### config.mk
export PLATFORM = sky130hd
export DESIGN_NAME = cpu_timer
export DESIGN_NICKNAME = d
export VERILOG_FILES = /design/src/rtl/cpu_timer.sv
export SDC_FILE = /design/constraint.sdc
export NUM_CORES = 1
export LEC_CHECK = 0
export ABC_CLOCK_PERIOD_IN_PS = 1500
export BUFFER_PORTS_ARGS = -buffer_cell sky130_fd_sc_hd__buf_2
export CORE_UTILIZATION = 49
export CTS_BUF_LIST = sky130_fd_sc_hd__clkbuf_8
export DETAILED_ROUTE_END_ITERATION = 12
export HOLD_SLACK_MARGIN = 0.1
export PLACE_DENSITY = 0.88
export RECOVER_POWER = 100
export SETUP_SLACK_MARGIN = 0.2
export SYNTH_ARGS = -nofsm -noshare
export SYNTH_HDL_FRONTEND = slang
export SYNTH_SLANG_ARGS = --single-unit
### constraint.sdc
create_clock -name clk_i -period 1.5 [get_ports clk_i]
set_input_delay 0.15 -clock clk_i [delete_from_list [all_inputs] [get_ports clk_i]]
set_output_delay 0.15 -clock clk_i [all_outputs]
set_load 0.01 [all_outputs]
### src/rtl/cpu_timer.sv
// Loadable down-counting interval timer with sticky level interrupt and overrun flag.
// One-shot or periodic auto-reload; counts from the reload value down to zero.
module cpu_timer #(
    parameter int WIDTH = 4
) (
    input  logic             clk_i,
    input  logic             rst_i,
    input  logic             load_i,
    input  logic [WIDTH-1:0] load_val_i,
    input  logic             start_i,
    input  logic             stop_i,
    input  logic             periodic_i,
    input  logic             ack_i,
    output logic [WIDTH-1:0] count_o,
    output logic             busy_o,
    output logic             irq_o,
    output logic             overrun_o
);

    typedef enum logic [1:0] {
        IDLE = 2'd0,
        RUN  = 2'd1,
        DONE = 2'd2
    } state_t;

    state_t           state;
    logic [WIDTH-1:0] rld;
    logic [WIDTH-1:0] count;
    logic             irq;
    logic             overrun;

    logic [WIDTH-1:0] start_val;
    logic             expiry;

    // A start in the same cycle as a load uses the value being loaded.
    always_comb begin
        start_val = load_i ? load_val_i : rld;
        expiry    = (state == RUN) && !stop_i && (count == WIDTH'(1));
    end

    always_ff @(posedge clk_i) begin
        if (rst_i) begin
            state   <= IDLE;
            rld     <= '0;
            count   <= '0;
            irq     <= 1'b0;
            overrun <= 1'b0;
        end else begin
            if (load_i)
                rld <= load_val_i;

            case (state)
                RUN: begin
                    if (stop_i) begin
                        state <= IDLE;
                    end else if (expiry) begin
                        // Reload uses the rld held before any same-cycle load.
                        if (periodic_i && (rld != '0)) begin
                            count <= rld;
                        end else begin
                            count <= '0;
                            state <= DONE;
                        end
                    end else if (count != '0) begin
                        count <= count - WIDTH'(1);
                    end
                end
                default: begin
                    if (stop_i) begin
                        state <= IDLE;
                    end else if (start_i && (start_val != '0)) begin
                        count <= start_val;
                        state <= RUN;
                    end else if (load_i) begin
                        count <= load_val_i;
                    end
                end
            endcase

            // Later assignments win: an expiry re-arms irq even under ack.
            if (expiry && irq && !ack_i)
                overrun <= 1'b1;
            if (ack_i) begin
                irq     <= 1'b0;
                overrun <= 1'b0;
            end
            if (expiry)
                irq <= 1'b1;
        end
    end

    assign count_o   = count;
    assign busy_o    = (state == RUN);
    assign irq_o     = irq;
    assign overrun_o = overrun;

endmodule

==> metrics <==
status=complete, but fails checks; failing checks=setup timing; Rel. slew slack=0.723; Wirelength per Cell=roughly 19 um; Post-DP HPWL=1520 um; largest net degree at the start of global routing=13; Layout Cells excl Fill=about 140; standard-cell row count=13; WP data arrival=1.80 ns; area delta synth->final=55.4%; startpoint types=flop; via count=883; final period utilization=1.12; Crit. End Element=flop; nets=~140; first-pass GRT wire length=between 3000 and 4000 um; WHS=between 0.15 and 0.2 ns; Pins Over Slew Limit=0; antenna violations before repair=0; core area=between 1000 and 1500 um^2; grt total ovfl=0; Max-Cap Viols=0; Max FO, Critical Path=3; Hold Crit Class=primary input to flop; LEAKAGE=around 0.48 nW; Setup Skew=slightly above 0.009 ns; Peak VDD IR=between 1000 and 1500 uV; register area share after synthesis=0.322; endpoints failing setup=6; Yosys cell types=36; placed cells=131; fmax=a little under 600 MHz; DRT Wirelength=2590 um; Pre-antenna DRT Iters=4; Synth Register Bits=12; CTS Buf Count=3; cell count after synthesis=87; Async S/R FF share, synth=0; DRC viols=0; Net Count, Synth=between 100 and 150; clock sink count=12; CTS Root Cell=clkbuf_8; Routed Antenna Nets=0; flop2flop setup slack=-0.18 ns; Area after DPL=approximately 970 um^2; Area contributors post-synth=dfxtp_1 (32%), mux2i_1 (5.4%), ha_1 (5.0%), a21oi_1 (4.7%), a21oi_2 (4.7%); Synth area leader=dfxtp_1; pwr dens=~870 nW/um^2; Starting Density=0.547; initial drt markers=~50; Vias/cell=6.40; post-route cell area=1160 um^2; die area=approximately 1700 um^2; RePlAce Congestion=between 0.8 and 0.9; Worst Setup Slack, final=-0.177 ns; CP Class=flop to flop; Top FF cell, synth=dfxtp_1; Post-Syn Area per Cell=between 8 and 9 um^2; number of global-route vias before repair=a little over 700; num ports=18; setup slack at placement=-0.0890 ns; ant diodes=0; total track usage=0.293; die width=~40 um; Min Clock Period, post-route=between 1.5 and 2 ns; RSZ-0062 raised after global routing=yes; Slew @ Worst Pin=slightly above 0.4 ns; Final Hold Viols=0; Synth Warn #=0; Cell Area, Synth=~750 um^2; CTS tree=built; Crit path required time=1.62 ns; Clock Latency Late Sink=about 0.25 ns; CTS clock-pin slew for the worst setup and hold paths=0.06 ns; CTS Buffer Depth=2; H-tree depth=1; EDFF count, synth=0; Yosys top cell area share=0.322; port bufs=17; Die H=41.0 um; share of cells above drive strength 1=0.553
worst paths after layout:
check	from	to	cells after the start
worst max-delay path	rld[3]	state[0]	6
worst max register to register	rld[3]	state[0]	6
worst min-delay path	load_val_i[0]	rld[0]	3
worst min register to register	overrun_o	overrun_o	2
cells by family after synthesis:
family          after synthesis  synth area share
compound gates               27             0.265
xor+xnor                      1            0.0117
fa+ha+maj                     3            0.0503
buf+inv                       7            0.0368
flops                        12             0.322
mux                           4            0.0536
simple gates                 33             0.261
synth_stat cells (2+ instances only):
| cell | instances |
|---|---|
| nor3_1 | 4 |
| a31oi_1 | 2 |
| nor4b_2 | 2 |
| nor2_1 | 9 |
| a21oi_1 | 7 |
| nand3_1 | 2 |
| ha_1 | 3 |
| a211o_1 | 2 |
| nor2b_1 | 2 |
| mux2i_1 | 4 |
| a21oi_2 | 4 |
| nand2_1 | 5 |
| inv_1 | 4 |
| o21ai_0 | 3 |
| nand2b_1 | 2 |
| dfxtp_1 | 12 |
registers in the layout (all words and copies together), names as in the netlist:
signal     flops
overrun_o      1
rld            4
irq_o          1
state          2
count_o        4
repair_timing:
action / 4_1_cts / 5_1_grt
endpoints found under the setup margin: 9 / 9
pin swaps: 8 / 7
gates cloned: 0 / 0
hold buffers: 1 / 0
hold endpoints to repair: 1 / 0
buffers inserted: 1 / 1
resized for setup: 8 / 15
where the power goes:
group          switching, W  leakage [nW]  internal, W  total (W)
sequential        0.0000212         0.100     0.000337   0.000359
combinational      0.000152         0.349     0.000142   0.000294
clock              0.000130        0.0288     0.000232   0.000362
total              0.000303         0.478     0.000712    0.00101
placed cells by master, fill, tap and decap left out, drive strengths merged:
cell and count:
a211o 3, a21oi 11, a221o 1, a221oi 1, a22oi 1, a311o 1, a311oi 1, a31oi 2
a32oi 1, and2 1, buf 31, clkbuf 6, dfxtp 12, dlygate4sd3 1, ha 3, inv 5
mux2i 4, nand2 5, nand2b 2, nand3 3, nand3b 1, nor2 9, nor2b 2, nor3 4
nor4 1, nor4b 2, o21ai 3, o221ai 1, o31ai 1, or3 1, or4 1, or4b 1
xnor2 1
per-layer routing:
metal | vias up | global-route usage | part of all wire
met5 | - | 0 | 0
met4 | 0 | 0.200 | 0.043
met3 | 13 | 0.0978 | 0.066
met2 | 50 | 0.430 | 0.48
met1 | 420 | 0.355 | 0.41
li1 | 400 | - | -
through the flow:
step | TNS (ns) | utilization | total power, W
after floorplan | -0.151 | - | 0.000495
after global placement | -0.261 | 0.712 | 0.000580
after detailed placement | -0.291 | 0.712 | 0.000586
after CTS | -0.376 | 0.786 | 0.000962
after global routing | -0.827 | 0.850 | 0.00105
final | -0.597 | 0.850 | 0.00101
layout make-up:
class | instances | area, um^2
clock buffers | 4 | 55.1
fillers | 79 | 205
inverters | 5 | 21.3
multi-input cells | 68 | 607
flip-flops and latches | 12 | 246
well taps | 15 | 18.8
repair buffers | 34 | 213
worst max-delay path, stage by stage (launching register included):
cell,delay (ns)
dfxtp_2,0.32
or4_4,0.54
buf_4,0.17
o221ai_4,0.24
nor2_2,0.08
a21oi_2,0.13
nor3_1,0.08
Power figures use the tool's default switching activity.
